<file path="src/rtl/conv_encoder_sys_if.sv">
`default_nettype none
// ============================================================================
// Module   : conv_encoder_sys_if
// Purpose  : Bundles the word-input handshake, the K select and the symbol
//            output handshake of conv_encoder_sys.
// Modports : master - data source / symbol sink side (drives data_in,
//                     data_valid, choose_constraint_length, sym_ready)
//            slave  - encoder side (drives data_ready, encoded_bits,
//                     sym_valid, sym_first, sym_last, busy)
// Revision : 1.0 - initial release
// ============================================================================
interface conv_encoder_sys_if #(
  parameter int DATA_W = 16
);
  logic [DATA_W-1:0] data_in;
  logic              data_valid;
  logic              data_ready;
  logic [2:0]        choose_constraint_length;
  logic [1:0]        encoded_bits;
  logic              sym_valid;
  logic              sym_ready;
  logic              sym_first;
  logic              sym_last;
  logic              busy;

  modport master (
    output data_in, data_valid, choose_constraint_length, sym_ready,
    input  data_ready, encoded_bits, sym_valid, sym_first, sym_last, busy
  );

  modport slave (
    input  data_in, data_valid, choose_constraint_length, sym_ready,
    output data_ready, encoded_bits, sym_valid, sym_first, sym_last, busy
  );
endinterface
`default_nettype wire

</file>
<file path="src/rtl/conv_encoder_sys.sv">
`default_nettype none
// ============================================================================
// Module   : conv_encoder_sys
// Purpose  : Rate-1/2 zero-terminated convolutional encoder. Accepts one
//            DATA_W-bit word, serialises it MSB first, emits one 2-bit symbol
//            per bit followed by K-1 zero-input tail symbols so the decoder
//            trellis ends in state 0. K (3..6) is latched per frame.
// Ports    : clk  - rising-edge clock
//            rst  - asynchronous reset, active high
//            bus  - conv_encoder_sys_if.slave: word handshake
//                   (data_in/data_valid/data_ready), K select, symbol
//                   handshake (encoded_bits/sym_valid/sym_ready) with
//                   sym_first/sym_last framing, and busy
// Revision : 1.0 - initial release
// ============================================================================
module conv_encoder_sys #(
  parameter int DATA_W = 16,
  parameter int MAX_K  = 6
) (
  input  wire logic          clk,
  input  wire logic          rst,
  conv_encoder_sys_if.slave  bus
);

  localparam logic [1:0] c_ST_IDLE = 2'd0;
  localparam logic [1:0] c_ST_DATA = 2'd1;
  localparam logic [1:0] c_ST_TAIL = 2'd2;

  // Index of the last data symbol; the tail starts after it is accepted.
  localparam logic [4:0] c_LAST_DATA_IDX = 5'(DATA_W - 1);

  logic [1:0]        r_state;
  logic [1:0]        w_state_nxt;

  // r_word[DATA_W-1] is always the input bit u of the symbol on the bus;
  // shifting left with zero fill makes the tail bits fall out naturally.
  logic [DATA_W-1:0] r_word;
  // r_mem[MAX_K-2] is m1 (most recent bit), r_mem[0] the oldest.
  logic [MAX_K-2:0]  r_mem;
  logic [2:0]        r_k;
  logic [4:0]        r_cnt;
  logic [1:0]        r_bits;
  logic              r_sym_valid;
  logic              r_first;
  logic              r_last;

  logic              w_data_ready;
  logic              w_busy;
  logic              w_accept_in;
  logic              w_accept_sym;
  logic [2:0]        w_k_sel;
  logic [4:0]        w_last_idx;
  logic [4:0]        w_cnt_nxt;
  logic              w_is_last;
  logic              w_data_done;
  logic [MAX_K-2:0]  w_mem_nxt;
  logic [DATA_W-1:0] w_word_nxt;

  // Symbol for input u and memory mem under constraint length k.
  // The register vector {u, m1..m(MAX_K-1)} is right-aligned to K bits, which
  // discards memory stages beyond K-1 so generators can be used as written.
  function automatic logic [1:0] f_symbol(
    input logic             u,
    input logic [MAX_K-2:0] mem,
    input logic [2:0]       k
  );
    logic [MAX_K-1:0] w_full;
    logic [MAX_K-1:0] w_reg;
    logic [MAX_K-1:0] w_g0;
    logic [MAX_K-1:0] w_g1;
    w_full = {u, mem};
    w_reg  = w_full >> (MAX_K - int'(k));
    case (k)
      3'd4:    begin w_g0 = MAX_K'(6'o15); w_g1 = MAX_K'(6'o17); end
      3'd5:    begin w_g0 = MAX_K'(6'o23); w_g1 = MAX_K'(6'o35); end
      3'd6:    begin w_g0 = MAX_K'(6'o53); w_g1 = MAX_K'(6'o75); end
      default: begin w_g0 = MAX_K'(6'o07); w_g1 = MAX_K'(6'o05); end
    endcase
    return {^(w_reg & w_g0), ^(w_reg & w_g1)};
  endfunction

  // Out-of-range K selects fall back to K=3.
  assign w_k_sel = ((bus.choose_constraint_length >= 3'd3) &&
                    (bus.choose_constraint_length <= 3'd6))
                   ? bus.choose_constraint_length : 3'd3;

  assign w_accept_in  = bus.data_valid & w_data_ready;
  assign w_accept_sym = r_sym_valid & bus.sym_ready;

  // Frame has DATA_W + K - 1 symbols, so the last index is DATA_W + K - 2.
  assign w_last_idx  = 5'(DATA_W - 2) + {2'b00, r_k};
  assign w_cnt_nxt   = r_cnt + 5'd1;
  assign w_is_last   = (r_cnt == w_last_idx);
  assign w_data_done = (r_cnt == c_LAST_DATA_IDX);
  assign w_mem_nxt   = {r_word[DATA_W-1], r_mem[MAX_K-2:1]};
  assign w_word_nxt  = {r_word[DATA_W-2:0], 1'b0};

  // State register
  always_ff @(posedge clk or posedge rst) begin
    if (rst) begin
      r_state <= c_ST_IDLE;
    end else begin
      r_state <= w_state_nxt;
    end
  end

  // Next-state logic
  always_comb begin
    w_state_nxt = r_state;
    case (r_state)
      c_ST_IDLE: if (w_accept_in)                 w_state_nxt = c_ST_DATA;
      c_ST_DATA: if (w_accept_sym && w_data_done) w_state_nxt = c_ST_TAIL;
      c_ST_TAIL: if (w_accept_sym && w_is_last)   w_state_nxt = c_ST_IDLE;
      default:                                    w_state_nxt = c_ST_IDLE;
    endcase
  end

  // State-decoded outputs; data_ready is held low during reset.
  always_comb begin
    w_data_ready = 1'b0;
    w_busy       = 1'b1;
    if (r_state == c_ST_IDLE) begin
      w_data_ready = ~rst;
      w_busy       = 1'b0;
    end
  end

  // Symbol datapath: symbols are computed one step ahead and held in
  // registers, so the outputs stay stable for as long as sym_ready is low.
  always_ff @(posedge clk or posedge rst) begin
    if (rst) begin
      r_word      <= '0;
      r_mem       <= '0;
      r_k         <= 3'd3;
      r_cnt       <= 5'd0;
      r_bits      <= 2'b00;
      r_sym_valid <= 1'b0;
      r_first     <= 1'b0;
      r_last      <= 1'b0;
    end else if (w_accept_in) begin
      r_word      <= bus.data_in;
      r_k         <= w_k_sel;
      r_mem       <= '0;
      r_cnt       <= 5'd0;
      r_bits      <= f_symbol(bus.data_in[DATA_W-1], '0, w_k_sel);
      r_sym_valid <= 1'b1;
      r_first     <= 1'b1;
      r_last      <= 1'b0;
    end else if (w_accept_sym) begin
      if (w_is_last) begin
        r_word      <= '0;
        r_mem       <= '0;
        r_cnt       <= 5'd0;
        r_bits      <= 2'b00;
        r_sym_valid <= 1'b0;
        r_first     <= 1'b0;
        r_last      <= 1'b0;
      end else begin
        r_word  <= w_word_nxt;
        r_mem   <= w_mem_nxt;
        r_cnt   <= w_cnt_nxt;
        r_bits  <= f_symbol(w_word_nxt[DATA_W-1], w_mem_nxt, r_k);
        r_first <= 1'b0;
        r_last  <= (w_cnt_nxt == w_last_idx);
      end
    end
  end

  assign bus.data_ready   = w_data_ready;
  assign bus.busy         = w_busy;
  assign bus.encoded_bits = r_bits;
  assign bus.sym_valid    = r_sym_valid;
  assign bus.sym_first    = r_first;
  assign bus.sym_last     = r_last;

endmodule
`default_nettype wire

</file>
<file path="src/flat_wrapper.sv">
// flat-port wrapper written by rule: the top's interface ports become plain ports
module conv_encoder_sys_flat 
#(
  parameter int DATA_W = 16,
  parameter int MAX_K  = 6
)
  (clk, rst, bus_data_in, bus_data_valid, bus_choose_constraint_length, bus_sym_ready, bus_data_ready, bus_encoded_bits, bus_sym_valid, bus_sym_first, bus_sym_last, bus_busy);
  conv_encoder_sys_if #(.DATA_W(DATA_W)) bus_i ();
  input  wire logic clk;
  input  wire logic rst;
  input wire logic [$bits(bus_i.data_in)-1:0] bus_data_in;
  input wire logic [$bits(bus_i.data_valid)-1:0] bus_data_valid;
  input wire logic [$bits(bus_i.choose_constraint_length)-1:0] bus_choose_constraint_length;
  input wire logic [$bits(bus_i.sym_ready)-1:0] bus_sym_ready;
  output wire logic [$bits(bus_i.data_ready)-1:0] bus_data_ready;
  output wire logic [$bits(bus_i.encoded_bits)-1:0] bus_encoded_bits;
  output wire logic [$bits(bus_i.sym_valid)-1:0] bus_sym_valid;
  output wire logic [$bits(bus_i.sym_first)-1:0] bus_sym_first;
  output wire logic [$bits(bus_i.sym_last)-1:0] bus_sym_last;
  output wire logic [$bits(bus_i.busy)-1:0] bus_busy;
  assign bus_i.data_in = bus_data_in;
  assign bus_i.data_valid = bus_data_valid;
  assign bus_i.choose_constraint_length = bus_choose_constraint_length;
  assign bus_i.sym_ready = bus_sym_ready;
  assign bus_data_ready = bus_i.data_ready;
  assign bus_encoded_bits = bus_i.encoded_bits;
  assign bus_sym_valid = bus_i.sym_valid;
  assign bus_sym_first = bus_i.sym_first;
  assign bus_sym_last = bus_i.sym_last;
  assign bus_busy = bus_i.busy;
  conv_encoder_sys #(.DATA_W(DATA_W), .MAX_K(MAX_K)) u_core (.clk(clk), .rst(rst), .bus(bus_i));
endmodule
</file>
<file path="config.mk">
export PLATFORM = sky130hd
export DESIGN_NAME = conv_encoder_sys_flat
export DESIGN_NICKNAME = d
export VERILOG_FILES = /design/src/rtl/conv_encoder_sys_if.sv /design/src/rtl/conv_encoder_sys.sv /design/src/flat_wrapper.sv
export SDC_FILE = /design/constraint.sdc
export NUM_CORES = 1
export LEC_CHECK = 0
export CORE_MARGIN = 1.5
export CORE_UTILIZATION = 60
export DETAILED_ROUTE_END_ITERATION = 16
export PLACE_DENSITY = 0.85
export SETUP_SLACK_MARGIN = 0.15
export SLEW_MARGIN = 20
export SYNTH_ARGS = -nofsm -noshare
export SYNTH_HDL_FRONTEND = slang
export SYNTH_SLANG_ARGS = --single-unit
export TNS_END_PERCENT = 20
</file>
<file path="constraint.sdc">
create_clock -name clk -period 5.4 [get_ports clk]
set_clock_uncertainty 0.2 [all_clocks]
set_input_delay 1.08 -clock clk [delete_from_list [all_inputs] [get_ports clk]]
set_output_delay 1.08 -clock clk [all_outputs]
set_load 0.01 [all_outputs]
</file>
After elaboration in Yosys (flattened, before gate mapping)
Cells that the tools add are included.
Widths: inputs -> output; s select.

operators by class
  $add $sub $neg = 4
  magnitude comparators = 2
  eq/ne operators = 14
  shift operators = 2
  multiplexer cells = 39
  bitwise logic cells = 7
  reduce and logical (&&, ||, !) cells = 12

operators with widths
  kind                 number
  $pmux 6 s3           4
  $shr 6x32->6         2
  $mux 16              3
  $mux 6               8
  $mux 5               6
  $and 6x6->6          4
  $reduce_xor 6->1     4
  $eq 3x3->1 const B   6
  $mux 2               6
  $eq 5x5->1           2
  $mux 1               10
  $sub 3x3->4 const A  2
  $ne 2x1->1 const B   3
  $pmux 2 s3           1
  $add 4x3->5 const A  1
  $add 5x1->5 const B  1
  $eq 5x4->1 const B   1
  $reduce_bool 2->1    2
  $ge 3x2->1 const B   1
  $le 3x3->1 const B   1
  $logic_and 1x1->1    3
  $mux 3               1
  $reduce_and 3->1     1
  $and 1x1->1          2
  5 further kinds      5

word-level totals
  register bits = 36
  input bits = 23
  output and inout bits = 7
  logic and storage cells = 89

Logic depth before layout (Yosys ltp)
Gate-level depths: netlist of run 1.

  depth in word-level cells = 10
  depth in mapped cells = 12
  depth with buffers taken out = 11

Worst setup path before layout of run 1
OpenSTA, ideal clock, no wires.

  path kind = in2reg
  start point = in bus_choose_constraint_length[2]
  end point = reg u_core.r_bits[0], in the netlist u_core.bus.encoded_bits[0]
  setup time = 129 ps
  data arrival time = 2554 ps
  data required time = 5071 ps
  path slack = 2516 ps
  cell stages on the path = 12
  buffers on the path = 1
  path through = inv_1 nor2_1 inv_1 ha_1 clkbuf_1 nand2_1 o21ai_0 a22o_1 nand3b_1 a21oi_1 a211oi_1 o22ai_1

on the way
  cells in the longest elaborated chain, start to end = 9
  elaborated cells on any way between the ends = 14
  those cells by class = add/sub (1); order compare (2); eq/ne (3); shift (1); mux (4); bitwise (1); reduce/logical (2)

RTL lines
  element                                                              line                                            text
  from (decl)                                                          flat_wrapper.sv:13                              input wire logic [$bits(bus_i.choose_constraint_length)-1:0] bus_choose_constraint_length;
  $ge 3x2->1 or $le 3x3->1 (tied branches)                             conv_encoder_sys.sv:83, conv_encoder_sys.sv:84
  $logic_and 1x1->1 *                                                  conv_encoder_sys.sv:83                          assign w_k_sel = ((bus.choose_constraint_length >= 3'd3) &&
  $mux 3 *                                                             conv_encoder_sys.sv:85                          ? bus.choose_constraint_length : 3'd3;
  named net u_core.w_k_sel[0]                                          conv_encoder_sys.sv:51                          logic [2:0] w_k_sel;
  parallel branches: the longest is 3 deep, another holds $sub 3x3->4  -
  $and 6x6->6 *                                                        conv_encoder_sys.sv:79                          return {^(w_reg & w_g0), ^(w_reg & w_g1)};
  $reduce_xor 6->1 *                                                   conv_encoder_sys.sv:79
  $mux 2 *                                                             conv_encoder_sys.sv:140                         end else if (w_accept_in) begin
  to (signal assigned)                                                 conv_encoder_sys.sv:145                         r_bits <= f_symbol(bus.data_in[DATA_W-1], '0, w_k_sel);
  to (signal assigned)                                                 conv_encoder_sys.sv:162                         r_bits <= f_symbol(w_word_nxt[DATA_W-1], w_mem_nxt, r_k);
  to (decl)                                                            conv_encoder_sys.sv:42                          logic [1:0] r_bits;

Mark *: on every way through the listed nets, which the timed path passes. The select of a mux whose other input is x is not followed.
A chain may end at the register's enable or synchronous reset.

Final worst setup path of run 1
  start point = in bus_sym_ready
  end point = reg u_core.r_bits[1], in the netlist u_core.bus.encoded_bits[1]

on the way
  cells in the longest elaborated chain, start to end = 2

RTL lines
  element                             line                    text
  from (decl)                         flat_wrapper.sv:14      input wire logic [$bits(bus_i.sym_ready)-1:0] bus_sym_ready;
  $and 1x1->1                         conv_encoder_sys.sv:88  assign w_accept_sym = r_sym_valid & bus.sym_ready;
  $reduce_bool 2->1 (no source line)  -

No other way between the ends.

==> results of run 1 <==
kinds of logic after synthesis:
family,after synthesis
buf+inv,23
compound gates,75
simple gates,109
mux,2
xor+xnor,11
flops,35
fa+ha+maj,13
flip-flops by register name, indices dropped and copies added, names as in the netlist:
| name | cells |
|---|---|
| u_core.r_cnt | 5 |
| u_core.bus.sym_first | 1 |
| u_core.r_word | 16 |
| u_core.bus.sym_valid | 1 |
| u_core.bus.sym_last | 1 |
| u_core.r_state | 2 |
| u_core.r_mem | 4 |
| u_core.r_k | 3 |
| u_core.bus.encoded_bits | 2 |
synth_stat cells, types with 3 or more instances:
master      n  share of area, %
nor2_1     39               6.2
dfrtp_1    33                35
nand2_1    25               4.0
o21ai_0    21               4.4
a221oi_1   15               5.5
ha_1       13               6.9
clkbuf_1   11               1.7
inv_1       9               1.4
nand2b_1    8               2.1
a21oi_1     7               1.5
a22o_1      6               2.2
nor2b_1     6               1.6
nand3_1     5               1.1
xnor2_1     5               1.8
xor2_1      5               1.8
and3_1      4               1.1
nand3b_1    4               1.3
nor3_1      4              0.85
o2111ai_1   4               1.5
and2_1      3              0.79
worst min-delay path, stage by stage, from the launching register on:
cell and delay, ns:
dfrtp_1 0.35, nand2_1 0.05, nand2_1 0.06
worst max path at each step:
stage / startpoint / endpoint
6_report: bus_sym_ready / u_core.bus.encoded_bits[1]
3_5_place_dp: bus_sym_ready / u_core.bus.encoded_bits[1]
2_1_floorplan: bus_choose_constraint_length[2] / u_core.bus.encoded_bits[0]
5_1_grt: bus_sym_ready / u_core.r_cnt[2]
4_1_cts: bus_sym_ready / u_core.bus.encoded_bits[1]
3_3_place_gp: bus_sym_ready / u_core.r_cnt[2]
per-layer routing:
| layer | wire length, µm | part of all wire, % |
|---|---|---|
| met1 | 2190 | 46 |
| met2 | 2300 | 48 |
| met3 | 228 | 4.8 |
| met4 | 78 | 1.6 |
| met5 | 0 | 0 |
stage by stage:
stage	worst slack, ns	total power [µW]
2_1_floorplan	2.52	509
3_3_place_gp	1.68	569
3_5_place_dp	1.55	574
4_1_cts	1.84	779
5_1_grt	1.59	825
6_report	1.75	774
power groups by stage:
stage          sequential [µW]  combinational (µW)  clock (µW)
2_1_floorplan              354                 155           0
3_3_place_gp               366                 202           0
3_5_place_dp               367                 207           0
4_1_cts                    363                 209         207
5_1_grt                    371                 233         221
6_report                   364                 208         202
cell type report:
cell class | instances | area [µm²] | share of cell area (%)
clock buffers | 8 | 100 | 3.62
inverters | 9 | 33.8 | 1.22
multi-input cells | 210 | 1390 | 50.4
flip-flops and latches | 35 | 878 | 31.8
well taps | 48 | 60.1 | 2.17
repair buffers | 30 | 298 | 10.8
==> run summary, run 1 <==
Status -> completed
Std cell rows -> 22
Post-synthesis sequential area ratio -> 37.1%
Share of cells above drive strength 1 -> 6.16%
Util after Layout -> 74.3%
Post-route cell area -> 2760 µm²
Clock power frac -> 26.1%
Post-route setup TNS -> 0 ns
Hold Violations, Final -> 0
GPL Wtd Cong -> 0.937
Via/cell ratio -> 6.11
Total GRT Usage -> 24.4%
Final Max Tran Viols -> 0
EDFF count, synth -> 0
Global route overflow -> 0
Initial Util -> 63.7%
Commonest non-fill, non-tap cell in the layout -> nor2_1
Slowest CP cell -> nor2b_1
# DRC -> 0
CTS tree -> done
Minimum clock period -> 3.65 ns
WHS Path Cells -> 2
Nets -> 327
# setup viols final -> 0
Yosys reg bits -> 35
Crit path buffers/inverters -> 1
Net switching power -> 239 µW
CTS max path bufs -> 2
CTS Hold Buffers Added -> 0
Vias -> 2,077
DR pass1 iterations -> 4
Hold Crit Start -> u_core.bus.sym_first
Chip width -> 65.8 µm
Rel. slew slack -> 29.1%
Drt wl/cell -> 14.1 µm
Final ANT Viol Nets -> 0
Fin crit share -> 67.6%
Final cell count without fillers -> 340
Xor/xnor share of the synthesized area -> 4.65%
Total CTS buffers -> 5
RSZ-0062 raised after global routing -> false
Crit-path most repeated cell -> nand2_1
CP arrival -> 3.68 ns
Hold WS -> 0.287 ns
Synth Area in Compound Gates -> 23.9%
Wirelength, routed -> 4.80 mm
I/O pins -> 30
Later-pin clock latency in the skew report -> 0.29 ns
Met2 Use GR -> 39.1%
Critical Path Fanout Max -> 20
PwrDens -> 280 nW/µm²
I/O Buffers -> 29
Fmax -> 274 MHz
Ys async rst share -> 100%
Commonest non-fill, non-tap cells in the layout -> nor2_1 (39), dfrtp_1 (33), clkdlybuf4s50_1 (29)
Largest net degree at the start of global routing -> 36
Met3 usage in global routing -> 5.79%
CORE AREA -> 3720 µm²
Crit-path max cell delay -> 0.96 ns
Adder-Cell Fraction of Synth Area -> 6.87%
Net Sw Frac -> 30.9%
Mux share of post-synthesis cell area -> 0.846%
P&R area growth vs syn -> 16.7%
Worst hold path endpoint -> u_core.bus.sym_first
Synth Net Count -> 304
Clock-pin transition on the worst setup and hold timing paths -> 0.07 ns
Dpl cell area -> 2660 µm²
Critical R2R Capture -> u_core.bus.encoded_bits[1]
Worst EP required -> 5.42 ns
Synth Area in Simple Gates -> 22.5%
Synth Cell Area -> 2370 µm²
Post-CTS Setup Repair Bufs -> 0
Placed Instances -> 332
Worst path depth -> 6
Post-synth cell types -> 52
Reg power frac -> 47.0%
First-pass GRT wire length -> 8.00 mm
Reg2reg path depth -> 8
Largest family of logic cells by synthesized area -> compound AO/OA/AOI/OAI gates
Static leakage -> 0.00121 µW
Met1 Usage GRT -> 31.3%
Resized Gates After CTS -> 0
Initial antenna violation count -> 0
Reg2reg start -> u_core.r_k[1]
Critical Path Sink Type -> register
Vias in the first global route -> 1,885
Ys Warns -> 0
HP Class -> register to register
Die Ht -> 65.8 µm
Clk root buf -> clkbuf_8
Flop-to-flop setup slack -> 2.05 ns
Comb pwr share -> 26.9%
HPWL after DPL -> 3.49 mm
Max IR drop VDD -> 0.000207 V
Mean Syn Cell Area -> 8.83 µm²
Diode count -> 0
H-tree depth -> 2
Worst slew pin tran -> 1.06 ns
Die Area -> 4330 µm²
DRC marker count from the first detailed-route iteration -> 174
Most used routing layer -> met2
P_int -> 535 µW
Main synth FF type -> dfrtp_1
CP Cell Sequence -> clkdlybuf4s50_1 > nand2_1 > nor2b_1 > nand2_1 > a211oi_1 > nand3b_1
CP top delay family -> simple AND/OR/NAND/NOR gates
Crit Path Class -> input pin to register
Cells after synthesis -> 268
CP Launch Type -> input pin
FILL cells -> 280
Clock Sink Count -> 35
Max Cap Viol -> 0
Note: power is estimated with default switching activity, not from simulation.
==> run 2: changes to the inputs <==
--- a/config.mk
+++ b/config.mk
@@ -6,9 +6,9 @@
 export NUM_CORES = 1
 export LEC_CHECK = 0
 export CORE_MARGIN = 1.5
-export CORE_UTILIZATION = 60
+export CORE_UTILIZATION = 56
 export DETAILED_ROUTE_END_ITERATION = 16
-export PLACE_DENSITY = 0.85
+export PLACE_DENSITY = 0.81
 export SETUP_SLACK_MARGIN = 0.15
 export SLEW_MARGIN = 20
 export SYNTH_ARGS = -nofsm -noshare
==> constraint.sdc (replaced) <==
create_clock -name clk -period 3.8 [get_ports clk]
set_clock_uncertainty 0.2 [all_clocks]
set_input_delay 0.76 -clock clk [delete_from_list [all_inputs] [get_ports clk]]
set_output_delay 0.76 -clock clk [all_outputs]
set_load 0.01 [all_outputs]
==> run 2 against run 1 <==
  * Sequential share of layout area fell by 0.45 points
  * Worst hold slack improved by 0.019 ns
  * Power up 45%
  * Clock-buffer cell count unchanged
  * Non-clock buffer count rose by 5
  * Critical path depth rose by 3
  * Sequential power increased by 43%
  * Utilization is 4.8 points lower
  * Cell count up 2.1%
==> run summary, run 2 (synthesized netlist as in run 1, its figures left out) <==
CTS Hold Buffers Added -> 0
Static leakage -> 0.00123 µW
CTS max path bufs -> 2
CP Cell Sequence -> inv_1 > ha_1 > nand2_1 > nor3_2 > o21ai_1 > or4_1 > nand3_1 > a211oi_1 > nand3b_1
Final Max Tran Viols -> 0
P&R area growth vs syn -> 18.4%
Reg power frac -> 46.3%
Met1 Usage GRT -> 36.6%
CTS tree -> done
RSZ-0062 raised after global routing -> false
Commonest non-fill, non-tap cell in the layout -> nor2_1
Net switching power -> 359 µW
Crit-path max cell delay -> 0.69 ns
Drt wl/cell -> 15.5 µm
Clock power frac -> 26.9%
I/O Buffers -> 29
Net Sw Frac -> 32.0%
H-tree depth -> 2
Worst EP required -> 3.77 ns
Total GRT Usage -> 25.8%
First-pass GRT wire length -> 9.03 mm
Worst path depth -> 9
HPWL after DPL -> 3.86 mm
GPL Wtd Cong -> 0.837
Initial antenna violation count -> 0
Most flops, register -> u_core.r_word
Max IR drop VDD -> 0.000288 V
Clock-pin transition on the worst setup and hold timing paths -> 0.07 ns
Wirelength, routed -> 5.39 mm
Chip width -> 68.0 µm
Clock Sink Count -> 35
Critical Path Fanout Max -> 15
Share of cells above drive strength 1 -> 7.74%
Crit Path Class -> register to register
Commonest non-fill, non-tap cells in the layout -> nor2_1 (39), dfrtp_1 (33), clkdlybuf4s50_1 (29)
Worst slew pin tran -> 0.614 ns
Tot Pwr -> 1120 µW
Util after Layout -> 69.6%
Later-pin clock latency in the skew report -> 0.29 ns
Placed Instances -> 339
Status -> completed
Max Cap Viol -> 0
CORE AREA -> 4030 µm²
Slowest CP cell -> dfstp_2
Top Registers -> u_core.r_word: 16 flops, u_core.r_cnt: 5 flops, u_core.r_mem: 4 flops
HP Class -> register to register
Fin crit share -> 81.3%
Final cell count without fillers -> 347
PwrDens -> 400 nW/µm²
Post-CTS Setup Repair Bufs -> 0
Fmax -> 324 MHz
Nets -> 332
DRC marker count from the first detailed-route iteration -> 160
Largest net degree at the start of global routing -> 36
Crit path buffers/inverters -> 1
Die Ht -> 68.0 µm
Via/cell ratio -> 6.17
I/O pins -> 30
Final ANT Viol Nets -> 0
CP top delay family -> simple AND/OR/NAND/NOR gates
Met3 usage in global routing -> 6.09%
Vias in the first global route -> 1,960
Reg2reg path depth -> 9
Rel. slew slack -> 59.1%
Diode count -> 0
P_int -> 762 µW
# setup viols final -> 0
Minimum clock period -> 3.09 ns
Vias -> 2,141
Post-route setup TNS -> 0 ns
Resized Gates After CTS -> 0
Hold Violations, Final -> 0
Critical Path Sink Type -> register
DR pass1 iterations -> 4
# DRC -> 0
Clk root buf -> clkbuf_8
Std cell rows -> 23
Total CTS buffers -> 5
Max reg flops -> 16
Global route overflow -> 0
Initial Util -> 58.8%
Hold WS -> 0.306 ns
Die Area -> 4630 µm²
WHS Path Cells -> 2
CP Launch Type -> register
Most used routing layer -> met2
Met2 Use GR -> 39.1%
Comb pwr share -> 26.8%
CP arrival -> 3.06 ns
==> run 2: per-layer routing <==
metal  wire length, µm  vias to the layer above
met5                 0                        -
met4                78                        0
met2              2560                       77
li1                  -                     1029
met3               323                        9
met1              2430                     1026
==> run 2: area by class of cell <==
| class | count | area (µm²) |
|---|---|---|
| well taps | 50 | 62.6 |
| clock buffers | 8 | 100 |
| repair buffers | 35 | 335 |
| multi-input cells | 210 | 1390 |
| fillers | 342 | 1230 |
| flip-flops and latches | 35 | 878 |
| inverters | 9 | 33.8 |
==> run 2: power groups by stage <==
stage	Sequential, µW	Clock (µW)	Combinational (µW)
after CTS	519	300	301
final	519	302	300
after global placement	520	0	289
after floorplan	503	0	220
after global routing	530	316	339
after detailed placement	525	0	300
==> run 2: worst paths after layout <==
path                                   from                          to  slack (ns)
setup / recovery              u_core.r_k[0]  u_core.bus.encoded_bits[1]        0.71
hold / removal             u_core.r_word[0]            u_core.r_word[0]        0.31
max in group asynchronous               rst               u_core.r_k[1]        2.37
min in group asynchronous               rst            u_core.r_word[7]        0.70
setup reg to reg              u_core.r_k[0]  u_core.bus.encoded_bits[1]        0.71
hold reg to reg            u_core.r_word[0]            u_core.r_word[0]        0.31
==> run 2: per-stage QoR <==
stage	setup WS [ns]	instance area (µm²)
floorplan	1.12	2370
global placement	0.690	2700
detailed placement	0.557	2700
CTS	0.733	2800
global route	0.466	2800
finish	0.711	2800
==> run 2: tightest hold or removal path, cell delays in order (launching register included) <==
cell	delay [ns]
dfrtp_1	0.34
nand3_1	0.07
nand2_1	0.06
